`config.mk`:
```
export PLATFORM = sky130hd
export DESIGN_NAME = spi_mem_arbiter
export DESIGN_NICKNAME = d
export VERILOG_FILES = /design/src/rtl/neander_mem_pkg.sv /design/src/rtl/rr_arbiter.sv /design/src/rtl/spi_mem_arbiter.sv
export SDC_FILE = /design/constraint.sdc
export NUM_CORES = 1
export LEC_CHECK = 0
export CAP_MARGIN = 25
export CORE_MARGIN = 2
export CORE_UTILIZATION = 30
export DETAILED_ROUTE_END_ITERATION = 12
export MAX_ROUTING_LAYER = met4
export SYNTH_ARGS = -nofsm -noshare
export SYNTH_HDL_FRONTEND = slang
export SYNTH_SLANG_ARGS = --single-unit
export TNS_END_PERCENT = 50
```
`constraint.sdc`:
```
create_clock -name clk -period 2 [get_ports clk]
set_input_delay 0.4 -clock clk [delete_from_list [all_inputs] [get_ports clk]]
set_output_delay 0.4 -clock clk [all_outputs]
set_load 0.03 [all_outputs]
```
`src/rtl/neander_mem_pkg.sv`:
```
// Shared types and constants for the SPI memory arbiter.
package neander_mem_pkg;

  localparam int ADDR_W = 16;
  localparam logic [ADDR_W-1:0] FLASH_BASE_DEFAULT = 16'hC000;
  localparam int TIMEOUT_DEFAULT = 255;

  typedef enum logic [1:0] {
    ST_IDLE  = 2'd0,
    ST_ISSUE = 2'd1,
    ST_WAIT  = 2'd2,
    ST_RESP  = 2'd3
  } arb_state_t;

  // Unsigned region decode: at or above the base is Flash.
  function automatic logic is_flash(input logic [ADDR_W-1:0] addr,
                                    input logic [ADDR_W-1:0] base);
    return (addr >= base);
  endfunction

endpackage

```
`src/rtl/rr_arbiter.sv`:
```
// Combinational round-robin picker: searches upward from last+1 with wrap.
module rr_arbiter #(
  parameter int N   = 2,
  parameter int IDW = 1
) (
  input  logic [N-1:0]   req,
  input  logic [IDW-1:0] last,
  output logic [N-1:0]   grant,
  output logic [IDW-1:0] idx
);

  logic [IDW-1:0] cand;

  // Walk candidates from farthest to nearest so the nearest requester wins.
  always_comb begin
    grant = {N{1'b0}};
    idx   = {IDW{1'b0}};
    cand  = {IDW{1'b0}};
    for (int i = N; i >= 1; i--) begin
      cand = IDW'((int'(last) + i) % N);
      if (req[cand]) begin
        idx   = cand;
        grant = {{(N-1){1'b0}}, 1'b1} << cand;
      end else begin
        idx   = idx;
        grant = grant;
      end
    end
  end

endmodule

```
`src/rtl/spi_mem_arbiter.sv`:
```
// Round-robin arbiter sharing one SPI memory controller between several
// masters, with RAM/Flash decode, Flash write rejection and a watchdog.
module spi_mem_arbiter
  import neander_mem_pkg::*;
#(
  parameter int                NUM_REQ        = 2,
  parameter logic [ADDR_W-1:0] FLASH_BASE     = FLASH_BASE_DEFAULT,
  parameter int                TIMEOUT_CYCLES = TIMEOUT_DEFAULT
) (
  input  logic                                        clk,
  input  logic                                        reset,
  input  logic [NUM_REQ-1:0]                          req_valid,
  input  logic [NUM_REQ-1:0]                          req_we,
  input  logic [NUM_REQ*ADDR_W-1:0]                   req_addr,
  input  logic [NUM_REQ*ADDR_W-1:0]                   req_wdata,
  output logic [NUM_REQ-1:0]                          req_ready,
  output logic                                        req_err,
  output logic [ADDR_W-1:0]                           rsp_rdata,
  output logic                                        m_req,
  output logic                                        m_we,
  output logic [ADDR_W-1:0]                           m_addr,
  output logic [ADDR_W-1:0]                           m_wdata,
  output logic                                        m_cs_select,
  input  logic [ADDR_W-1:0]                           m_rdata,
  input  logic                                        m_ready,
  input  logic                                        m_busy,
  output logic [((NUM_REQ > 1) ? $clog2(NUM_REQ) : 1)-1:0] grant_id,
  output logic                                        active
);

  localparam int         IDW       = (NUM_REQ > 1) ? $clog2(NUM_REQ) : 1;
  localparam logic [7:0] TO_LIMIT  = 8'(TIMEOUT_CYCLES);
  localparam logic       TO_ENABLE = (TIMEOUT_CYCLES != 0);

  arb_state_t        state_r, state_s;
  logic [IDW-1:0]    last_grant_r, last_s, grant_s;
  logic [7:0]        wdog_r, wdog_s, wdog_inc_s;
  logic              we_s, cs_s, err_s;
  logic [ADDR_W-1:0] addr_s, wdata_s, rdata_s;
  logic [NUM_REQ-1:0] ready_s, win_onehot_s;
  logic [IDW-1:0]    win_idx_s;
  logic [ADDR_W-1:0] win_addr_s, win_wdata_s;

  rr_arbiter #(.N(NUM_REQ), .IDW(IDW)) u_rr (
    .req   (req_valid),
    .last  (last_grant_r),
    .grant (win_onehot_s),
    .idx   (win_idx_s)
  );

  // Select the winning port's address and write data from the packed buses.
  always_comb begin
    win_addr_s  = req_addr[int'(win_idx_s)*ADDR_W +: ADDR_W];
    win_wdata_s = req_wdata[int'(win_idx_s)*ADDR_W +: ADDR_W];
    wdog_inc_s  = wdog_r + 8'd1;
  end

  // The controller request is a one-cycle strobe issued as soon as it is idle.
  assign m_req  = (state_r == ST_ISSUE) && !m_busy;
  assign active = (state_r != ST_IDLE);

  // Next-state and next-register values for the transaction sequencer.
  always_comb begin
    state_s = state_r;
    grant_s = grant_id;
    last_s  = last_grant_r;
    we_s    = m_we;
    addr_s  = m_addr;
    wdata_s = m_wdata;
    cs_s    = m_cs_select;
    ready_s = {NUM_REQ{1'b0}};
    err_s   = req_err;
    rdata_s = rsp_rdata;
    wdog_s  = wdog_r;
    case (state_r)
      ST_IDLE: begin
        if (|req_valid) begin
          grant_s = win_idx_s;
          last_s  = win_idx_s;
          we_s    = req_we[win_idx_s];
          addr_s  = win_addr_s;
          wdata_s = win_wdata_s;
          cs_s    = is_flash(win_addr_s, FLASH_BASE);
          if (req_we[win_idx_s] && cs_s) begin
            // Flash is read-only here: answer with an error, no bus access.
            state_s = ST_RESP;
            err_s   = 1'b1;
            rdata_s = {ADDR_W{1'b0}};
            ready_s = win_onehot_s;
          end else begin
            state_s = ST_ISSUE;
          end
        end else begin
          state_s = ST_IDLE;
        end
      end
      ST_ISSUE: begin
        // Any m_ready seen here belongs to an aborted access and is ignored.
        if (!m_busy) begin
          state_s = ST_WAIT;
          wdog_s  = 8'd0;
        end else begin
          state_s = ST_ISSUE;
        end
      end
      ST_WAIT: begin
        if (m_ready) begin
          state_s = ST_RESP;
          err_s   = 1'b0;
          rdata_s = m_we ? {ADDR_W{1'b0}} : m_rdata;
          ready_s = {{(NUM_REQ-1){1'b0}}, 1'b1} << grant_id;
        end else if (TO_ENABLE && (wdog_inc_s == TO_LIMIT)) begin
          state_s = ST_RESP;
          err_s   = 1'b1;
          rdata_s = {ADDR_W{1'b0}};
          ready_s = {{(NUM_REQ-1){1'b0}}, 1'b1} << grant_id;
        end else begin
          wdog_s  = wdog_inc_s;
        end
      end
      ST_RESP: begin
        state_s = ST_IDLE;
      end
      default: begin
        state_s = ST_IDLE;
      end
    endcase
  end

  // State and output registers; reset abandons any transaction silently.
  always_ff @(posedge clk or posedge reset) begin
    if (reset) begin
      state_r      <= ST_IDLE;
      last_grant_r <= IDW'(NUM_REQ - 1);
      grant_id     <= {IDW{1'b0}};
      wdog_r       <= 8'd0;
      m_we         <= 1'b0;
      m_addr       <= {ADDR_W{1'b0}};
      m_wdata      <= {ADDR_W{1'b0}};
      m_cs_select  <= 1'b0;
      req_ready    <= {NUM_REQ{1'b0}};
      req_err      <= 1'b0;
      rsp_rdata    <= {ADDR_W{1'b0}};
    end else begin
      state_r      <= state_s;
      last_grant_r <= last_s;
      grant_id     <= grant_s;
      wdog_r       <= wdog_s;
      m_we         <= we_s;
      m_addr       <= addr_s;
      m_wdata      <= wdata_s;
      m_cs_select  <= cs_s;
      req_ready    <= ready_s;
      req_err      <= err_s;
      rsp_rdata    <= rdata_s;
    end
  end

endmodule
```
# --- Word level (Yosys, flattened, before mapping) ---
# Cells that the tools add are included.
op_classes:
  add_sub_neg: 3
  order_cmp: 4
  eq_ne: 10
  n_shift: 5
  n_mux: 36
  reduce_logical: 11
op_table:
  columns: ["cell", "count"]
  rows:
  - ["16-bit 2-to-1 mux", 5]
  - ["32-bit by 6-bit variable part select with 16-bit output", 2]
  - ["16-bit one-hot mux with 2 select lines", 1]
  - ["8-bit 2-to-1 mux", 3]
  - ["2-bit 2-to-1 mux", 11]
  - ["16-bit >= comparator (second input constant)", 1]
  - ["8-bit one-hot mux with 2 select lines", 1]
  - ["1-bit 2-to-1 mux", 12]
  - ["2-bit != test (second input constant)", 5]
  - ["8-bit by 1-bit adder with 8-bit output (second input constant)", 1]
  - ["8-bit == test (second input constant)", 1]
  - ["2-bit one-hot mux with 4 select lines", 1]
  - ["4-bit AND reduction", 2]
  - ["1-bit by 2-bit less-than comparator with 1-bit output (second input constant)", 3]
  - ["2-bit nonzero test", 3]
  - ["1-bit by 1-bit << shifter with 2-bit output (first input constant)", 3]
  - ["2-bit == test (second input constant)", 2]
  - ["2-bit one-hot mux with 2 select lines", 1]
  - ["3-bit != test (second input constant)", 1]
  - ["1-bit adder (second input constant)", 2]
  - ["2-bit by 1-bit == test with 1-bit output (second input constant)", 1]
  - ["1-bit logical AND", 2]
  - ["2-bit logical NOT", 1]
  - ["1-bit one-hot mux with 2 select lines", 1]
  - ["other kinds (3)", 3]
word_totals:
  regBits: 65
  inputBits: 88
  output_inout_bits: 56
  elab_cells: 80

# --- Logic depth before layout (Yosys ltp) ---
# Gate-level depths: netlist of run 1.
depth:
  depth_word: 11
  mapped_depth: 7
  mapped_depth_nobuf: 6

# --- Hierarchy ---
# From an unflattened synthesis of run 1, not the netlist that was laid out.
hier_totals:
  cells_unflattened: 287
  area_unflattened_um2: 3027.9
modules_own_cells:
  columns: ["mod", "instances", "cells_per_inst", "area_per_inst_um2", "seq_area_each_um2"]
  rows:
  - ["spi_mem_arbiter", 1, 283, 3001.6, 1627.8]
  - ["rr_arbiter", 1, 4, 26.3, 0.0]

# --- Worst setup path after synthesis of run 1 ---
# Ideal clock, no wire load.
synth_path:
  kind: "input port to flip-flop"
  from: "input req_valid[1]"
  to: "register rsp_rdata[2]"
  setup_ps: 126
  t_arrival_ps: 1939
  required_time_ps: 1874
  path_slack_ps: -65
  path_stages: 6
  path_buffers: 2
  path_cell_list: "a21boi_1 -> buf_6 -> mux2_4 -> a221o_1 -> buf_6 -> a221o_1"
synth_between:
  elab_chain_cells: 9
  word_cells_on_any_way: 15
  cone_classes: "order compare (1); eq/ne (2); shift (1); mux (8); reduce/logical (3)"
synth_lines:
  columns: ["item", "line", "text"]
  rows:
  - ["start, declared", "spi_mem_arbiter.sv:12", "input logic [NUM_REQ-1:0] req_valid,"]
  - ["1-bit 2-to-1 mux (not written as such) (2 in a row)", "rr_arbiter.sv:21", "if (req[cand]) begin"]
  - ["1-bit 2-to-1 mux (2 in a row)", "rr_arbiter.sv:21", null]
  - ["32-bit by 6-bit variable part select with 16-bit output / 1-bit 2-to-1 mux (equally long branches)", "spi_mem_arbiter.sv:53, spi_mem_arbiter.sv:84", null]
  - ["16-bit >= comparator / 1-bit 2-to-1 mux (equally long branches)", "neander_mem_pkg.sv:18, spi_mem_arbiter.sv:84", null]
  - ["1-bit logical AND", "spi_mem_arbiter.sv:84", "if (req_we[win_idx_s] && cs_s) begin"]
  - ["2-bit != test (no line)", null, null]
  - ["4-bit AND reduction (no line) *", null, null]
  - ["end signal, assigned", "spi_mem_arbiter.sv:143", "rsp_rdata <= {ADDR_W{1'b0}};"]
  - ["end signal, assigned", "spi_mem_arbiter.sv:155", "rsp_rdata <= rdata_s;"]
  - ["end, declared", "spi_mem_arbiter.sv:18", "output logic [ADDR_W-1:0] rsp_rdata,"]
# Every way passes the cells marked *; elsewhere a longest branch is shown, timed or not. The select of a mux whose other input is x is not followed.
# A chain may end at the register's enable or synchronous reset.

# --- Worst setup path after layout of run 1 ---
layout_path:
  from: "input m_busy"
  to: "output m_req"
layout_between:
  elab_chain_cells: 2
layout_lines:
  columns: ["item", "line", "text"]
  rows:
  - ["start, declared", "spi_mem_arbiter.sv:26", "input logic m_busy,"]
  - ["1-bit logical NOT", null, null]
  - ["1-bit logical AND", "spi_mem_arbiter.sv:59", "assign m_req = (state_r == ST_ISSUE) && !m_busy;"]
  - ["end, declared", "spi_mem_arbiter.sv:19", "output logic m_req,"]
# No other way between the ends.

==> impl_metrics.ini, run 1 <==
[placed_design]
hpwlAfterDp_um = 7490
numPortBuffers = 143
post-place-ws_ns = -0.418
globalplace.congestion = 0.862
dpl.cell_count = 623

[yosys]
synth_cell_types = 45
ys_seq_area_share_pct = 48.9
avgSynthCellArea_um2 = 9.93
share_of_flip_flops_with_an_asynchronous_set_or_reset_pct = 100
netlist_area_mm2 = 0.00333
synth_edf_count = 0
synth_fp_nets = 425
yosys_warnings = 0
dominantRegCellSynth = sky130_fd_sc_hd__dfrtp_1
ys_ff_latch = 65
synthCells = 335

[routing]
wl_um = 9910
wl_cell_um = 15.5
firstDrtPassIters = 4
drt_iter0_drc = 136
viasPerCell = 4.95
detailroute.via_count = 3168
detail_route.drc_violations = 0
route.antenna.remaining_nets = 0

[setup_path]
regToRegEndpoint = rsp_rdata[10]
reg2reg_from = last_grant_r
path_class = input pin to output port
timing.reg2reg.setup_slack_ns = 0.07
critPathTopFamily = buffers and inverters
worst_path_largest_cell_delay_ns = 0.48
setup.worst_path.start_class = input pin
worst-endpoint-arrival_ns = 1.57
critPathMaxFanout = 3
worstPathRequired_ns = 1.60
reg2regPathDepth = 5
cpMaxStageDelayCell = sky130_fd_sc_hd__clkdlybuf4s50_1
critical_path.endpoint_type = output port
timing.critical_path.cells = clkdlybuf4s50_1 > or3b_4 > inv_1 > buf_4
cp.buffers_inverters = 3

[cts]
ctsLongestPathBuffers = 2
clk_transition_reported_paths_ns = 0.08
htree_levels = 3
insertion_delay_ns = 0.34
total_number_of_clock_tree_sinks = 65
root_buffer_cell = sky130_fd_sc_hd__clkbuf_8
cts_made_buffers = 9
cts_tree = done

[global_routing]
grt_use_total_pct = 18.1
number_of_antenna_violations_at_the_first_check_in_global_routing = 0
largest_net_degree_at_the_start_of_global_routing = 31
globalRouteOverflowTotal = 0
grt_first_pass_wirelength_um = 16300
vias_in_the_first_global_route = 3448

[timing]
rsz_0062_raised_after_global_routing = yes
final_setup_slack_of_the_worst_path_ns = 0.0304
layout_min_cycle_time_ns = 1.97
drv_slew = 0
timing.clock.skew_ns = 0.0101
max_freq_ghz = 0.508
timing.max_slew.rel_slack_pct = 62.5
setup_tns_ns = 0
fin_crit_sh_pct = 98.5
worst_slew_pin_slew_ns = 0.562
finalSetupViolations = 0
endpoints_failing_hold = 0

[floorplanning]
dieWidth_um = 109
io_pins = 144
fp.dieArea_mm2 = 0.0120
row_count = 38
die_boundary_height_um = 109
area_of_the_placeable_core_mm2 = 0.0108
initial_utilization_pct = 30.7

[worst_hold_path]
hold_class = input pin to async pin

[flow_run]
timing.max_cap.violations = 0

[final_layout]
finish.cell_count_without_fillers = 640
layout.nets = 585
fillers = 1022
layout-drive-gt1-share_pct = 12.2
layout-area-overhead-vs-synth_pct = 60.7
diodes = 0

[status]
run_status = finished, final reports clean

[power_and_ir_drop]
power-per-cell-area_mw_per_mm2 = 1480
total_leakage_power_nw = 2.23
max-vdd-ir-drop_mv = 0.633
==> layout by cell type (no fill, tap or decap), drive strengths merged, types with 3 or more instances in the layout <==
cell type	instances
clkdlybuf4s50	139
dfrtp	64
nor2	38
a21oi	37
mux2i	36
buf	32
nand2	30
a221o	17
a211oi	16
clkbuf	11
inv	7
nand3	6
o21ai	6
nor2b	5
o211ai	4
a31oi	4
nor3	4
or2	3
nand2b	3
o211a	3
o31ai	3
clkinv	3
==> worst max path at each step <==
stage | slack (ns) | startpoint | cells after the start | endpoint
4_1_cts | 0.02 | wdog_r[0] | 7 | req_ready[1]
6_report | 0.03 | m_busy | 4 | m_req
5_1_grt | -0.03 | wdog_r[0] | 7 | req_ready[1]
2_1_floorplan | -0.02 | last_grant_r | 6 | rsp_rdata[2]
3_5_place_dp | -0.42 | req_valid[1] | 6 | rsp_rdata[1]
3_3_place_gp | -0.38 | req_valid[1] | 6 | rsp_rdata[9]
==> kinds of logic after synthesis <==
kind of cell	after synthesis	share of synthesized area, %
compound gates	103	22.0
buf+inv	32	4.32
fa+ha+maj	2	0.752
mux	37	11.3
flops	65	48.9
simple gates	96	12.8
==> sequential cells by signal, indices dropped and copies added (netlist names) <==
name          flops
m_addr           16
m_wdata          16
rsp_rdata        16
wdog_r            8
req_ready         2
state_r           2
grant_id          1
last_grant_r      1
m_cs_select       1
m_we              1
req_err           1
==> per-stage QoR <==
step	hold WS [ns]	utilization, %	total power, mW	area (um^2)
after floorplan	0.477	-	4.80	3340
after global placement	0.486	47.2	6.59	5110
after detailed placement	0.489	47.2	6.65	5110
after CTS	0.441	49.2	7.96	5330
after global routing	0.473	49.3	8.44	5350
final	0.437	49.3	7.91	5350
==> per-layer routing <==
metal	track usage (%)	share of wire [%]	vias to the layer above
li1	-	-	1553
met4	6.06	1.6	0
met5	-	0	-
met3	4.39	6.8	14
met2	29.0	48	124
met1	22.4	44	1477
==> synth_stat cells, types with 5 or more instances <==
library cell,instances,area (um^2)
sky130_fd_sc_hd__mux2i_1,36,360
sky130_fd_sc_hd__dfrtp_1,64,1600
sky130_fd_sc_hd__a211oi_1,15,113
sky130_fd_sc_hd__nand3_1,6,30.0
sky130_fd_sc_hd__nor2_1,38,143
sky130_fd_sc_hd__nor2b_1,5,31.3
sky130_fd_sc_hd__nand2_1,30,113
sky130_fd_sc_hd__a21oi_1,37,185
sky130_fd_sc_hd__inv_1,8,30.0
sky130_fd_sc_hd__clkbuf_1,18,67.6
sky130_fd_sc_hd__a221o_1,17,170
==> repair_timing <==
item / CTS / global route
endpoints found under the setup margin: 19 / 25
pin swaps: 1 / 1
setup buffers: 0 / 1
hold buffers: 0 / 0
resized for setup: 3 / 3
==> power breakdown <==
part	switching, mW	internal [mW]	leakage (nW)	total, mW
registers	0.448	1.93	0.761	2.38
logic	2.36	1.90	1.35	4.26
clock network	0.535	0.735	0.113	1.27
total	3.34	4.56	2.23	7.91
==> final cells by class <==
class	count	area [um^2]	area share, %
Clock buffer	11	141	2.64
Clock inverter	5	78.8	1.47
Inverter	8	33.8	0.632
Multi-Input combinational cell	238	1590	29.8
Sequential cell	65	1630	30.4
Tap cell	140	175	3.28
Timing Repair Buffer	173	1700	31.8
==> worst register-to-register path: cells and delay by family, from the launching register on <==
| family | cells | cell delay [ns] |
|---|---|---|
| buffers and inverters | 1 | 0.16 |
| AOI/OAI and AO/OA | 3 | 0.79 |
| muxes | 1 | 0.31 |
| DFF | 1 | 0.57 |
No activity file was read; power rests on OpenSTA's default activity.
==> inputs of run 2 (changes only) <==
MAX_ROUTING_LAYER = unset   (was met4)
==> run 2 against run 1 <==
Count of clock-buffer cells in the layout stayed put. Clock skew grew 0.0019 ns. Largest cell class unchanged. Combinational power about the same. First-iteration DRC count rose by 2.9%. Global-route usage shrank 0.51 points. Routed wire length hardly changed. Highest routed layer unchanged.
==> impl_metrics.ini, run 2 (same netlist as run 1, synthesis figures left out) <==
[status]
run_status = finished, final reports clean

[placed_design]
post-place-ws_ns = -0.418
numPortBuffers = 143
globalplace.congestion = 0.848
postPlaceCellArea_mm2 = 0.00511
hpwlAfterDp_um = 7490

[final_layout]
layout.nets = 585
largestRegisters = m_addr: 16 flops, m_wdata: 16 flops, rsp_rdata: 16 flops
diodes = 0
layout-drive-gt1-share_pct = 12.2
fillers = 1022
stdcell_area_mm2 = 0.00535
final_cell_mix = sky130_fd_sc_hd__clkdlybuf4s50_1 (139), sky130_fd_sc_hd__dfrtp_1 (64), sky130_fd_sc_hd__nor2_1 (37), sky130_fd_sc_hd__a21oi_1 (37), sky130_fd_sc_hd__mux2i_1 (36)
layout_commonest_cell = sky130_fd_sc_hd__clkdlybuf4s50_1
layout-area-overhead-vs-synth_pct = 60.7

[setup_path]
path_class = input pin to output port
critPathTopFamily = buffers and inverters
critical_path.endpoint_type = output port
worstPathRequired_ns = 1.60
setup.worst_path.start_class = input pin
timing.reg2reg.setup_slack_ns = 0.07
worst-endpoint-arrival_ns = 1.56
reg2regPathDepth = 5
cp.buffers_inverters = 3
timing.critical_path.cells = clkdlybuf4s50_1 > or3b_4 > inv_1 > buf_4
regToRegEndpoint = rsp_rdata[1]
reg2reg_from = last_grant_r
critPathMaxFanout = 3
cpMaxStageDelayCell = sky130_fd_sc_hd__clkdlybuf4s50_1
worst_path_largest_cell_delay_ns = 0.47

[floorplanning]
fp.dieArea_mm2 = 0.0120
row_count = 38
initial_utilization_pct = 30.7
die_boundary_height_um = 109
dieWidth_um = 109
area_of_the_placeable_core_mm2 = 0.0108
io_pins = 144

[timing]
max_freq_ghz = 0.510
endpoints_failing_hold = 0
fin_crit_sh_pct = 98.1
timing.clock.skew_ns = 0.0120
drv_slew = 0
final_setup_slack_of_the_worst_path_ns = 0.0378
finalSetupViolations = 0
timing.max_slew.rel_slack_pct = 63.0
rsz_0062_raised_after_global_routing = yes
worst_slew_pin_slew_ns = 0.554
layout_min_cycle_time_ns = 1.96

[routing]
wl_um = 9910
firstDrtPassIters = 4
drt_iter0_drc = 140
detail_route.drc_violations = 0
route.antenna.remaining_nets = 0
detailroute.via_count = 3186
wl_cell_um = 15.5
viasPerCell = 4.98

[flow_run]
timing.max_cap.violations = 0

[global_routing]
number_of_antenna_violations_at_the_first_check_in_global_routing = 0
largest_net_degree_at_the_start_of_global_routing = 31
vias_in_the_first_global_route = 3433
grt_use_total_pct = 17.6
globalRouteOverflowTotal = 0
grt_first_pass_wirelength_um = 16300

[cts]
cts_made_buffers = 9
root_buffer_cell = sky130_fd_sc_hd__clkbuf_8
ctsLongestPathBuffers = 2
htree_levels = 3
insertion_delay_ns = 0.34
clk_transition_reported_paths_ns = 0.08
cts_hold_buffers = 0
cts_tree = done
total_number_of_clock_tree_sinks = 65

[power_and_ir_drop]
power.switching_mw = 3.34
power.share.sequential_pct = 30.1
power-per-cell-area_mw_per_mm2 = 1480
share_clk_of_total_power_pct = 16.1
cell_internal_pwr_mw = 4.56
combPwrFrac_pct = 53.9
total_leakage_power_nw = 2.23
totalPowerFinal_mw = 7.90
max-vdd-ir-drop_mv = 0.631
switching_share_pct = 42.2

[worst_hold_path]
hold_class = input pin to async pin
run 2: cell counts in the layout (fill, tap and decap cells not counted):
Identical to the previous run, type by type.
run 2: power groups by stage:
| stage | Clock [mW] | Sequential, mW | Combinational (mW) |
|---|---|---|---|
| floorplan | 0 | 3.36 | 1.45 |
| global placement | 0 | 2.37 | 4.22 |
| detailed placement | 0 | 2.39 | 4.27 |
| CTS | 1.31 | 2.38 | 4.28 |
| global route | 1.36 | 2.47 | 4.60 |
| finish | 1.27 | 2.37 | 4.26 |
run 2: layout make-up:
class                           count  area, um^2  share of cell area (%)
Sequential cell                    65        1630                    30.4
Multi-Input combinational cell    238        1590                    29.8
Inverter                            8        33.8                   0.632
Timing Repair Buffer              173        1700                    31.8
Clock inverter                      5        78.8                    1.47
Clock buffer                       11         141                    2.64
Tap cell                          140         175                    3.28
run 2: metrics by stage:
stage	instances	setup TNS, ns	util [%]	hold WS [ns]
final	640	0	49.3	0.438
after global routing	640	-0.0771	49.3	0.473
after CTS	639	0	49.2	0.441
after detailed placement	623	-13.24	47.2	0.489
after global placement	623	-11.86	47.2	0.486
after floorplan	335	-0.230	-	0.477
run 2: timing repair:
action,CTS,global route
setup buffers,0,1
endpoints found under the setup margin,19,25
pin swaps,1,1
gates resized for setup,3,3
run 2: worst max path at each step:
| stage | end | slack, ns | cells after the start | startpoint |
|---|---|---|---|---|
| after global routing | req_ready[1] | -0.03 | 7 | wdog_r[0] |
| after CTS | req_ready[1] | 0.02 | 7 | wdog_r[0] |
| after detailed placement | rsp_rdata[1] | -0.42 | 6 | req_valid[1] |
| final | m_req | 0.04 | 4 | m_busy |
| after global placement | rsp_rdata[9] | -0.38 | 6 | req_valid[1] |
| after floorplan | rsp_rdata[2] | -0.02 | 6 | last_grant_r |
run 2: worst register-to-register path: stages, from the launching register on:
cell                       delay [ns]
sky130_fd_sc_hd__dfstp_2         0.57
sky130_fd_sc_hd__a21boi_4        0.07
sky130_fd_sc_hd__mux2_4          0.31
sky130_fd_sc_hd__a221o_1         0.36
sky130_fd_sc_hd__buf_12          0.16
sky130_fd_sc_hd__a221o_1         0.34
run 2: metal layers:
| layer | vias to the layer above | track usage [%] | routed length [um] |
|---|---|---|---|
| met5 | - | 0 | 0 |
| met4 | 0 | 6.06 | 127 |
| met3 | 10 | 6.34 | 911 |
| met2 | 131 | 28.8 | 4740 |
| met1 | 1488 | 21.3 | 4130 |
| li1 | 1557 | - | - |
==> inputs of run 3 (changes only) <==
CTS_CLUSTER_SIZE = 20   (was unset)
==> results of run 3 <==
No change in the layout: final DEF, timing and power equal those of run 2.
